### config.mk
export PLATFORM = sky130hd
export DESIGN_NAME = writeback_pipe
export DESIGN_NICKNAME = d
export VERILOG_FILES = /design/src/rtl/pipeline5_pkg.sv /design/src/rtl/wb_result_mux.sv /design/src/rtl/writeback_pipe.sv
export SDC_FILE = /design/constraint.sdc
export NUM_CORES = 1
export LEC_CHECK = 0
export ABC_CLOCK_PERIOD_IN_PS = 1500
export CORE_ASPECT_RATIO = 0.8
export CORE_MARGIN = 2
export CORE_UTILIZATION = 30
export DETAILED_ROUTE_END_ITERATION = 10
export GPL_TIMING_DRIVEN = 1
export MAX_ROUTING_LAYER = met4
export SYNTH_ARGS = -nofsm -noshare
export SYNTH_HDL_FRONTEND = slang
export SYNTH_SLANG_ARGS = --single-unit
### constraint.sdc
create_clock -name clk -period 1.5 [get_ports clk]
set_input_delay 0.225 -clock clk [delete_from_list [all_inputs] [get_ports clk]]
set_output_delay 0.225 -clock clk [all_outputs]
set_load 0.02 [all_outputs]
### src/rtl/pipeline5_pkg.sv
// Shared types for the pipeline5 writeback path: result-select encoding and
// the MEM->WB payload record carried through every writeback stage.
package pipeline5_pkg;

  // Payload field widths. The writeback pipe checks at elaboration that its
  // WORD_WIDTH / REG_ADDR_WIDTH parameters agree with these.
  localparam int WB_WORD_WIDTH     = 32;
  localparam int WB_REG_ADDR_WIDTH = 5;

  typedef enum logic [1:0] {
    RES_ALU  = 2'b00,
    RES_MEM  = 2'b01,
    RES_PC4  = 2'b10,
    RES_ZERO = 2'b11
  } result_src_e;

  typedef struct packed {
    logic                         regwrite;
    result_src_e                  result_src;
    logic [WB_WORD_WIDTH-1:0]     alu_result;
    logic [WB_WORD_WIDTH-1:0]     read_data;
    logic [WB_WORD_WIDTH-1:0]     pc_plus4;
    logic [WB_REG_ADDR_WIDTH-1:0] rd;
  } wb_payload_t;

endpackage

### src/rtl/wb_result_mux.sv
// Writeback result select: picks ALU result, load data or link value from a
// payload record. Purely combinational so forwarding logic can reuse it.
module wb_result_mux
  import pipeline5_pkg::*;
(
  input  wb_payload_t              payload,
  output logic [WB_WORD_WIDTH-1:0] result
);

  // Decode result_src; the 11 encoding deliberately yields zero.
  always_comb begin
    result = '0;
    unique case (payload.result_src)
      RES_ALU:  result = payload.alu_result;
      RES_MEM:  result = payload.read_data;
      RES_PC4:  result = payload.pc_plus4;
      RES_ZERO: result = '0;
      default:  result = '0;
    endcase
  end

endmodule

### src/rtl/writeback_pipe.sv
// MEM->WB pipeline register with DEPTH stages, valid bits, stall/flush,
// result mux and retired-instruction counter.
// Build option: define WRITEBACK_PIPE_RETIRE_CNT_EN to build the retire
// counter; without it RetireCnt is tied to zero and no counter flops exist.
//
// Control semantics: every stage carries a valid bit; a stage whose valid is
// 0 is a bubble and never writes or retires. Per clock edge FlushW clears all
// valids (payload left as is), else StallW freezes every stage and ignores the
// M inputs, else the whole chain shifts one stage. Outputs always reflect the
// current last stage, so an entry sitting at W still writes in the flush
// cycle and repeats its write while stalled.
module writeback_pipe
  import pipeline5_pkg::*;
#(
  parameter int WORD_WIDTH     = 32,
  parameter int REG_ADDR_WIDTH = 5,
  parameter int DEPTH          = 1,
  parameter int CNT_WIDTH      = 64
) (
  input  logic                      clk,
  input  logic                      rst_n,
  input  logic                      ValidM,
  input  logic                      RegWriteM,
  input  logic [1:0]                ResultSrcM,
  input  logic [WORD_WIDTH-1:0]     ALUResultM,
  input  logic [WORD_WIDTH-1:0]     ReadDataM,
  input  logic [WORD_WIDTH-1:0]     PCPlus4M,
  input  logic [REG_ADDR_WIDTH-1:0] RdM,
  input  logic                      StallW,
  input  logic                      FlushW,
  output logic                      ValidW,
  output logic                      RegWriteW,
  output logic [REG_ADDR_WIDTH-1:0] RdW,
  output logic [WORD_WIDTH-1:0]     ResultW,
  output logic [CNT_WIDTH-1:0]      RetireCnt
);

  if (DEPTH < 1 || DEPTH > 4) begin : g_bad_depth
    $error("writeback_pipe: DEPTH must be in 1..4");
  end
  if (WORD_WIDTH != WB_WORD_WIDTH || REG_ADDR_WIDTH != WB_REG_ADDR_WIDTH) begin : g_bad_width
    $error("writeback_pipe: widths must match pipeline5_pkg payload widths");
  end

  wb_payload_t      stage_in;
  wb_payload_t      stage_q [DEPTH];
  logic [DEPTH-1:0] valid_q;
  wb_payload_t      last;

  // Pack the M-stage inputs into a payload record for stage 0.
  always_comb begin
    stage_in            = '0;
    stage_in.regwrite   = RegWriteM;
    stage_in.result_src = result_src_e'(ResultSrcM);
    stage_in.alu_result = ALUResultM;
    stage_in.read_data  = ReadDataM;
    stage_in.pc_plus4   = PCPlus4M;
    stage_in.rd         = RdM;
  end

  for (genvar g = 0; g < DEPTH; g++) begin : g_stage
    wb_payload_t d;
    logic        v_d;

    if (g == 0) begin : g_head
      assign d   = stage_in;
      assign v_d = ValidM;
    end else begin : g_tail
      assign d   = stage_q[g-1];
      assign v_d = valid_q[g-1];
    end

    // Stage register: flush beats stall beats advance.
    always_ff @(posedge clk or negedge rst_n) begin
      if (!rst_n) begin
        valid_q[g] <= 1'b0;
        stage_q[g] <= '0;
      end else if (FlushW) begin
        valid_q[g] <= 1'b0;
      end else if (!StallW) begin
        valid_q[g] <= v_d;
        stage_q[g] <= d;
      end
    end
  end

  assign last      = stage_q[DEPTH-1];
  assign ValidW    = valid_q[DEPTH-1];
  assign RegWriteW = ValidW & last.regwrite & (last.rd != '0);
  assign RdW       = last.rd;

  wb_result_mux u_result_mux (
    .payload (last),
    .result  (ResultW)
  );

`ifdef WRITEBACK_PIPE_RETIRE_CNT_EN
  logic [CNT_WIDTH-1:0] retire_q;

  // Count an instruction when it leaves W: valid and not stalled. Flush does
  // not block it because the W entry still writes in the flush cycle.
  always_ff @(posedge clk or negedge rst_n) begin
    if (!rst_n) begin
      retire_q <= '0;
    end else if (ValidW && !StallW) begin
      retire_q <= retire_q + 1'b1;
    end
  end

  assign RetireCnt = retire_q;
`else
  assign RetireCnt = '0;
`endif

endmodule
==> summary.md <==
The count of final hold-check violations was 0. Clock latency on the worst-skew pair, taken at its later pin, is 0.34 ns. Walking the worst path, the cells encountered are nor2b_4 > buf_6 > buf_12 > o2bb2ai_1 > buf_4. The final layout contains routed wiring with a total length of 12.70 mm. Summed over all cells, the static leakage comes to 3.425 nW. During synthesis, Yosys emitted a total of 0 warnings. The combined area of all synthesized cells is 0.005423 sq mm. The run finished, with violations left. After detailed routing, the average wire length per cell comes to 16.24 um. The required arrival time at the worst endpoint is 1.27 ns, and the global-route wire length before repair is 20.34 mm. The routed design could run at a clock period as short as 1.804 ns. The worst setup path is launched from a flop. Number of antenna violations at the first check in global routing: 0. TritonCTS built the clock tree.

Number of global-route vias before repair: 3723. The effective utilization at floorplan is 30.92%. In this run the tool buffered the top-level ports with 147 buffer cells. Setup violations remaining at the end of the flow were counted as 33. The tools report the number of cells in the design after placement as 759.

The final standard cell count with taps included and fillers excluded came out at 782. The library cell used as clock root buffer was sky130_fd_sc_hd__clkbuf_16. The worst-case IR drop observed on VDD is 0.6263 mV.

Entering global routing, the biggest net connects 39 pins. After detailed routing, the number of remaining DRC violations is 0. For this run, the total global-route usage over all layers was measured as 13.95%. The horizontal die dimension works out to 154.3 um.

In the final timing run, aggregate negative setup slack is -9.263 ns. The tightest min-delay check is of the input port to asynchronous set/reset pin type. The CTS clock-pin slew for the worst setup and hold paths was 0.07 ns; the buffers plus inverters on the worst setup path was 3.

The logs give 1616 for the layout filler cell count and 3350 for the via total after detailed routing. Cells with a size suffix above 1 make up 38.96% of the layout. The run gives 0 as the final count of pins violating max slew.

For the arrival time of data at the critical path endpoint, the log shows 1.58 ns. The mean cell area of the mapped netlist is 14.58 sq um, and the deepest level of the CTS H-tree is 3. After synthesis the netlist holds a flip-flop and latch count of 105. Routability-driven placement finished with a final weighted congestion of 0.7710. The run gives 99 as the number of DRC markers after the initial detailed-route iteration.

The area of the die came out at 0.01917 sq mm. Pin placement for this block handled 212 I/O pins. Type of element capturing the critical path: a primary output.

For this run the aggregate overflow at the end of global routing stands at 0. The tools report the post-detailed-placement half-perimeter wirelength as 9.031 mm. The longest clock path from root to sink contains 2 buffers.

The gate count of the mapped netlist came out at 372. The first detailed-routing pass ran for 5 iterations. The master of the slowest instance on the critical path is sky130_fd_sc_hd__dfrtp_2. Static timing analysis puts the maximum clock frequency at 554.2 MHz.

The number of clock buffers added by TritonCTS is 9. At the placement stage, the worst setup path has a slack of -0.3874 ns. In the final design database the tool counted 661 nets. Setup repair after global routing could not meet its margin everywhere. The tightest hold path in the finished design has a slack of 0.3476 ns. The final reports fail on setup timing. The number of standard-cell rows in the floorplan is 43. The critical path is of the flop to primary output type. Count of max-cap constraint violations: 0. The post-route clock period utilization is 120.3%, and the count of distinct cell types in the synthesized netlist is 16. The clock sink total came out at 105. The cell type group with the largest total delay on the critical path was flip-flops. After detailed routing, the number of vias per cell comes to 4.284.

For this run, the register share of the synthesized area comes to 48.45%. For this design the ratio of total power to cell area is 1172 mW/mm^2. Clock skew on the completed layout was measured at 0 ns.

In this run the remaining antenna-violating nets after routing total 0. From synthesis to final layout, the design area changed by 39.50%. The repair_antennas step left the layout with diodes totalling 0. The final setup slack of the worst path is -0.3045 ns. From bottom edge to top edge, the die measures 124.3 um. Of all nets on the critical path, the largest fanout is 8. The area of the core is 0.01754 sq mm, and the biggest cell delay along the critical path is 0.48 ns.
-- sequential cells by signal (all words and copies together) (netlist names) --
signal  cells
RdW         5
ValidW      1
last       99
-- path summary, 6_finish.rpt --
kind	startpoint	endpoint	slack [ns]	depth (start not counted)
setup / recovery	last[101]$_DFFE_PN0P_	ResultW[22]	-0.30	5
hold / removal	rst_n	last[36]$_DFFE_PN0P_	0.35	2
setup reg to reg	last[102]$_DFFE_PN0P_	last[102]$_DFFE_PN0P_	0.41	2
hold reg to reg	last[5]$_DFFE_PN0P_	last[5]$_DFFE_PN0P_	0.51	1
max in group asynchronous	rst_n	last[92]$_DFFE_PN0P_	0.62	3
min in group clk	ALUResultM[24]	last[93]$_DFFE_PN0P_	0.48	2
-- routing by layer --
layer	routed length, um	vias to the layer above	track usage [%]
met1	5829	1678	17.70
met4	124	0	3.649
li1	-	1544	-
met5	0	-	-
met2	6053	117	21.92
met3	690	11	4.106
-- worst register-to-register path: cells and delay by family, from the launching register on --
kind	cells	cell delay (ns)
buf+inv	1	0.27
flops	1	0.38
mux	1	0.32
-- stage by stage --
| stage | util (%) | cell area [sq um] | total power, mW |
|---|---|---|---|
| 6_report | 43.13 | 7565 | 8.866 |
| 5_1_grt | 43.13 | 7565 | 9.338 |
| 4_1_cts | 42.80 | 7506 | 8.938 |
| 3_5_place_dp | 40.70 | 7139 | 6.217 |
| 3_3_place_gp | 40.70 | 7139 | 6.185 |
| 2_1_floorplan | - | 5659 | 5.155 |
-- report_power, final --
part,total (mW),switching [mW],internal (mW)
Clock,2.65,1.08,1.57
Combinational,2.72,1.22,1.50
Sequential,3.49,0.245,3.25
-- synth_stat cells, drive strengths merged --
library cell	n	area, sq um
nor2	2	15.01
dfrtp	105	2628
or3	1	6.260
mux2i	33	330.3
buf	89	735.7
nor2b	1	6.260
conb	1	3.750
mux2	104	1396
o2bb2ai	32	280.3
o311a	1	10.01
clkbuf	3	11.26
-- area by class of cell --
class	count	area, sq um	share of cell area, %
Clock buffer	11	252.7	3.341
Clock inverter	5	85.08	1.125
Multi-Input combinational cell	238	2344	30.98
Sequential cell	105	2629	34.75
Tap cell	225	281.5	3.721
Timing Repair Buffer	198	1973	26.08
-- cells in the final DEF, fill, tap and decap left out --
cell type	Yosys	routed
sky130_fd_sc_hd__buf_16	0	1
sky130_fd_sc_hd__clkbuf_16	0	10
sky130_fd_sc_hd__inv_6	0	2
sky130_fd_sc_hd__buf_4	76	63
sky130_fd_sc_hd__clkdlybuf4s50_1	0	107
sky130_fd_sc_hd__nor2_4	1	1
sky130_fd_sc_hd__buf_12	6	11
sky130_fd_sc_hd__or3_4	0	1
sky130_fd_sc_hd__nor2b_4	0	1
sky130_fd_sc_hd__bufinv_16	0	2
sky130_fd_sc_hd__dfrtp_1	105	104
sky130_fd_sc_hd__clkbuf_8	0	2
sky130_fd_sc_hd__mux2i_1	33	29
sky130_fd_sc_hd__o311a_1	1	1
sky130_fd_sc_hd__clkinvlp_4	0	1
sky130_fd_sc_hd__buf_6	0	7
sky130_fd_sc_hd__buf_8	1	1
sky130_fd_sc_hd__dfrtp_2	0	1
sky130_fd_sc_hd__dlygate4sd2_1	0	6
sky130_fd_sc_hd__conb_1	1	64
sky130_fd_sc_hd__mux2_4	60	60
sky130_fd_sc_hd__o2bb2ai_1	32	27
sky130_fd_sc_hd__nor2_1	1	1
sky130_fd_sc_hd__dlygate4sd3_1	0	1
sky130_fd_sc_hd__mux2i_2	0	4
sky130_fd_sc_hd__o2bb2ai_2	0	5
sky130_fd_sc_hd__mux2_2	44	44
-- timing repair --
action,in CTS,in global routing
endpoints found under the hold margin,22,0
cloned,1,1
gates resized for setup,184,8
setup endpoints to repair,39,33
hold buffers,1,0
setup buffers,4,0
pin swaps,1,0
-- kinds of logic (layout without fill, tap and decap cells) --
logic type / Yosys count / count (layout) / share of synthesized area [%]
buf+inv: 92 / 214 / 13.77
flops: 105 / 105 / 48.45
mux: 137 / 137 / 31.84
other cells: 1 / 64 / 0.06915
simple gates: 4 / 4 / 0.5077
compound gates: 33 / 33 / 5.353
No activity file was read; power rests on OpenSTA's default activity.
==> RTL edit 1 (same flow settings) <==
Add a define of `WRITEBACK_PIPE_RETIRE_CNT_EN`.
--- a/src/rtl/writeback_pipe.sv
+++ b/src/rtl/writeback_pipe.sv
@@ -9,6 +9,8 @@
 // M inputs, else the whole chain shifts one stage. Outputs always reflect the
 // current last stage, so an entry sitting at W still writes in the flush
 // cycle and repeats its write while stalled.
+`define WRITEBACK_PIPE_RETIRE_CNT_EN
+
 module writeback_pipe
   import pipeline5_pkg::*;
 #(
Behaviour: not the same (Yosys sat finds a counterexample within 4 cycles, from zero or initial values and one cycle with rst_n low).
==> RTL edit 1 against the unedited design <==
The run still ends with setup timing left. Final area up 75%. Wire length up 81%. Highest routed layer unchanged. First-iteration DRC count up 130%. Critical path depth unchanged. Total power up 49%. Synthesized area up 42%. Core utilization up 9.3 points. Setup slack worse by 120 ps. Largest cell class unchanged. Sequential cell count up 64.
==> RTL edit 1: results (changes against the unedited design) <==
- CTS Buf Count: 17 (+8)
- Met1 Use GR: 25.0% (+7.3 points)
- Pre-Repair DR Iteration Count: 4 (-1)
- Final Setup Violations: 87 (+160%)
- Port bufs: 211 (+44%)
- Skew final: 17.1 ps (+17.1 ps)
- Logic inverters: 10 (+10)
- GRT Total Usage: 18.0% (+4.1 points)
- Top cells by count, synth: dfrtp_1, mux2_2, nand2_1
- NonClk Buf Share: 28.8% (+2.7 points)
- Inst Count DP: 1257 (+66%)
- Comb_multi_in: 406 (+71%)
- H-tree depth: 4 (+1)
- Logic pwr share: 25.3% (-5.4 points)
- First-pass GRT wire length: 36.0 mm (+77%)
- Vias: 6111 (+82%)
- Failing checks: setup timing
- FF-to-FF setup slack: -290 ps (-700 ps)
- Register Area: 4260 um^2 (+62%)
- Final Cell Area: 13200 um^2 (+75%)
- Largest net degree at the start of global routing: 52 (+33%)
- Clock buffers: 18 (+7)
- Gpl congestion: 0.800 (+3.7%)
- ClkCell Share: 4.52% (+0.059 points)
- Clock Latency Late Sink: 440 ps (+100 ps)
- Non-clk bufs: 396 (+100%)
- Outcome: complete, but fails checks
- Clk pwr share: 34.4% (+4.5 points)
- Yosys reg bits: 169 (+61%)
- Worst hold margin: 229 ps (-118 ps)
- Seq/Total Area, Yosys: 55.1% (+6.6 points)
- Final WS setup: -423 ps (-119 ps)
- FF-to-FF End: RetireCnt[61]$_DFFE_PN0P_
- VDD IR max: 0.769 mV (+23%)
- Top cells by area, synth: dfrtp_1, mux2_2, xor2_1
- Detailed Route WL: 23.0 mm (+81%)
[RTL edit 1: cell count changes in the layout (fill, tap and decap cells not counted), sizes merged, moves of 26 or more]
cell     before  now
o21ai         0   32
buf          83  240
o2bb2ai      32    0
xor2          0   41
dfrtp       105  169
nand2         0   61
clkbuf       12   38
conb         64    0
[RTL edit 1: metal layers]
| metal | vias up | routed length, um | share of wire, % |
|---|---|---|---|
| met2 | 119 | 10600 | 46 |
| met1 | 3024 | 11200 | 49 |
| met5 | - | 0 | 0 |
| met3 | 16 | 939 | 4.1 |
| li1 | 2952 | - | - |
| met4 | 0 | 288 | 1.3 |
[RTL edit 1: timing repair]
action,CTS,global route
pin swaps,55,30
hold buffers,1,0
cloned,9,0
buffers inserted,35,14
resized for setup,477,88
endpoints found under the setup margin,155,132
hold endpoints to repair,93,0
[RTL edit 1: logic make-up after synthesis]
| logic type | count (synthesis) | synth area share (%) |
|---|---|---|
| and+or+nand+nor | 169 | 13.5 |
| xor gates and xnor gates | 63 | 7.18 |
| muxes | 138 | 19.7 |
| DFF | 169 | 55.1 |
| adders and majority gates | 1 | 0.163 |
| AOI/OAI and AO/OA | 33 | 2.22 |
| buffers and inverters | 38 | 2.23 |
[RTL edit 1: worst max-delay path by stage]
stage                             startpoint                        end  slack, ps  cells past startpoint
finish                 last[101]$_DFFE_PN0P_                 ResultW[0]       -420                      5
global route           last[101]$_DFFE_PN0P_                ResultW[12]       -510                      6
CTS                    last[101]$_DFFE_PN0P_                ResultW[12]       -460                      5
detailed placement                    StallW  RetireCnt[19]$_DFFE_PN0P_       -740                      8
global placement                      StallW  RetireCnt[61]$_DFFE_PN0P_       -650                      8
floorplan           RetireCnt[0]$_DFFE_PN0P_  RetireCnt[53]$_DFFE_PN0P_       -370                      6
==> RTL edit 2 (same settings) <==
Without the edit above. Change the parameter `CNT_WIDTH` from 64 to 32.
--- a/src/rtl/writeback_pipe.sv
+++ b/src/rtl/writeback_pipe.sv
@@ -15,7 +15,7 @@
   parameter int WORD_WIDTH     = 32,
   parameter int REG_ADDR_WIDTH = 5,
   parameter int DEPTH          = 1,
-  parameter int CNT_WIDTH      = 64
+  parameter int CNT_WIDTH      = 32
 ) (
   input  logic                      clk,
   input  logic                      rst_n,
Interface: changed (resized RetireCnt); port bits go from 212 to 180. The function was not compared with the original's and may differ.
==> RTL edit 2 against the unedited design <==
The flow still finishes with violations (setup timing). Sequential cell count stayed put. Critical path type unchanged. Largest power group unchanged. Final area is 0.45% higher. Wire length is 1.1% lower. Setup slack worse by 33 ps. Largest cell class unchanged. Synthesized area is 4.4% lower. Sequential power is 1% higher. Non-clock buffer count is 2 lower. Total power is 0.84% lower. Critical endpoint is now ResultW[31]. Highest routed layer unchanged. Count of clock-buffer cells in the layout is 2 lower.
==> RTL edit 2: results (changes against the unedited design) <==
- Failing checks: setup timing
- Warnings, synthesis: 0 (unchanged)
- FF-to-FF setup slack: 360 ps (-50 ps)
- Gpl congestion: 0.793 (+2.8%)
- Worst reg2reg path startpoint: last[101]$_DFFE_PN0P_
- Outcome: complete, but fails checks
- Critical path peak fanout: 11 (+3)
- Yosys cell types: 16 (unchanged)
- Top cells by area, synth: dfrtp_1, mux2_4, mux2_2
- VDD IR max: 0.500 mV (-20%)
- Reg clk slew, reported paths: 70 ps (about the same)
- Initial antenna violation count: 0 (unchanged)
- Inst Count DP: 713 (-6.1%)
- Top cells by count, synth: dfrtp_1, mux2_4, buf_4, mux2_2, mux2i_1
- Drt initial violations: 102 (+3.0%)
- GRT Total Usage: 14.4% (+0.47 points)
- Final WS setup: -337 ps (-32.5 ps)
- Detailed Route WL: 12.6 mm (-1.1%)
- Ant. Diodes: 0 (unchanged)
- Post-route insts no fill: 743 (-5.0%)
- Vias per std cell: 4.39 (+2.5%)
- Skew final: 0 ps (unchanged)
- Post-synthesis adder-cell area fraction: 0% (unchanged)
- Clock buffer depth: 2 (unchanged)
- Seq/Total Area, Yosys: 50.7% (+2.2 points)
- Largest net degree at the start of global routing: 38 (-2.6%)
- Mux share of post-synthesis cell area: 33.3% (+1.5 points)
- Fraction of layout cells with a size suffix above 1: 44.7% (+5.8 points)
- DP Wirelength: 8.86 mm (-1.9%)
- Leak Pwr: 3.33 nW (-2.8%)
- Final Setup Violations: 33 (unchanged)
- Nets: 627 (-5.1%)
- Clock root buffer: clkbuf_16
- First-pass GRT wire length: 19.3 mm (-5.0%)
- TNS Setup: -9400 ps (-137 ps)
- Pre-CTS setup slack: -402 ps (-14.2 ps)
- Cell count of the worst reg-to-reg path: 3 (+1)
- Min-Delay Path Class: input pin to async pin
- Pre-Repair DR Iteration Count: 4 (-1)
- Syn avg cell area: 15.2 um^2 (+4.6%)
- Largest register FFs: 99 (unchanged)
- Compound-Gate Fraction of Synth Area: 5.60% (+0.25 points)
- Number of global-route vias before repair: 3576 (-3.9%)
- FF-to-FF End: last[101]$_DFFE_PN0P_
- Clock Latency Late Sink: 340 ps (about the same)
- Critical path arrival: 1610 ps (+30 ps)
==> RTL edit 2: changes by cell type after synthesis, sizes merged <==
cell	unedited run	this run
buf	89	57
==> RTL edit 2: power by group <==
part / total (mW) / internal [mW] / switching (mW)
sequential: 3.53 / 3.25 / 0.285
clock: 2.36 / 1.29 / 1.07
combinational: 2.90 / 1.66 / 1.24
==> RTL edit 2: routing by layer <==
metal / share of wire [%] / track usage (%)
met2: 46 / 22.4
met3: 6.8 / 4.19
met4: 1.2 / 3.91
met5: 0 / -
met1: 46 / 18.5
==> RTL edit 2: critical path, cell delays in order, from the launching register on <==
cell	delay, ps
dfrtp_2	480
buf_12	180
buf_8	130
mux2i_4	180
o2bb2ai_4	150
buf_6	130
==> RTL edit 2: final cells by class <==
class	count	area, um^2
Tap cell	220	275
Clock inverter	7	71.3
Multi-Input combinational cell	206	2400
Sequential cell	105	2630
Timing Repair Buffer	196	1990
Fill cell	1530	9110
Clock buffer	9	225
==> RTL edit 2: worst max-delay path by stage <==
stage	from	to	slack, ps	depth (start not counted)
global route	last[101]$_DFFE_PN0P_	ResultW[14]	-420	5
CTS	last[101]$_DFFE_PN0P_	ResultW[2]	-450	4
finish	last[101]$_DFFE_PN0P_	ResultW[31]	-340	5
detailed placement	last[101]$_DFFE_PN0P_	ResultW[18]	-400	4
floorplan	last[101]$_DFFE_PN0P_	ResultW[0]	110	4
global placement	last[101]$_DFFE_PN0P_	ResultW[18]	-380	4
==> RTL edit 2: cell families after synthesis <==
kind of cell	count (synthesis)
mux	137
flops	105
buf+inv	60
compound gates	33
simple gates	4
other cells	1
==> RTL edit 2: what timing repair did <==
| item | CTS | global route |
|---|---|---|
| setup buffers | 8 | 5 |
| endpoints found under the setup margin | 39 | 33 |
| pin swaps | 6 | 6 |
| endpoints found under the hold margin | 22 | 0 |
| hold buffers | 1 | 0 |
| gates resized for setup | 168 | 69 |
| cloned | 0 | 1 |
==> RTL edit 2: metrics by stage <==
| stage | hold WS (ps) | instance area, um^2 |
|---|---|---|
| after floorplan | -70.6 | 5300 |
| after global placement | 161 | 6920 |
| after detailed placement | 164 | 6920 |
| after CTS | 327 | 7280 |
| after global routing | 349 | 7600 |
| final | 324 | 7600 |
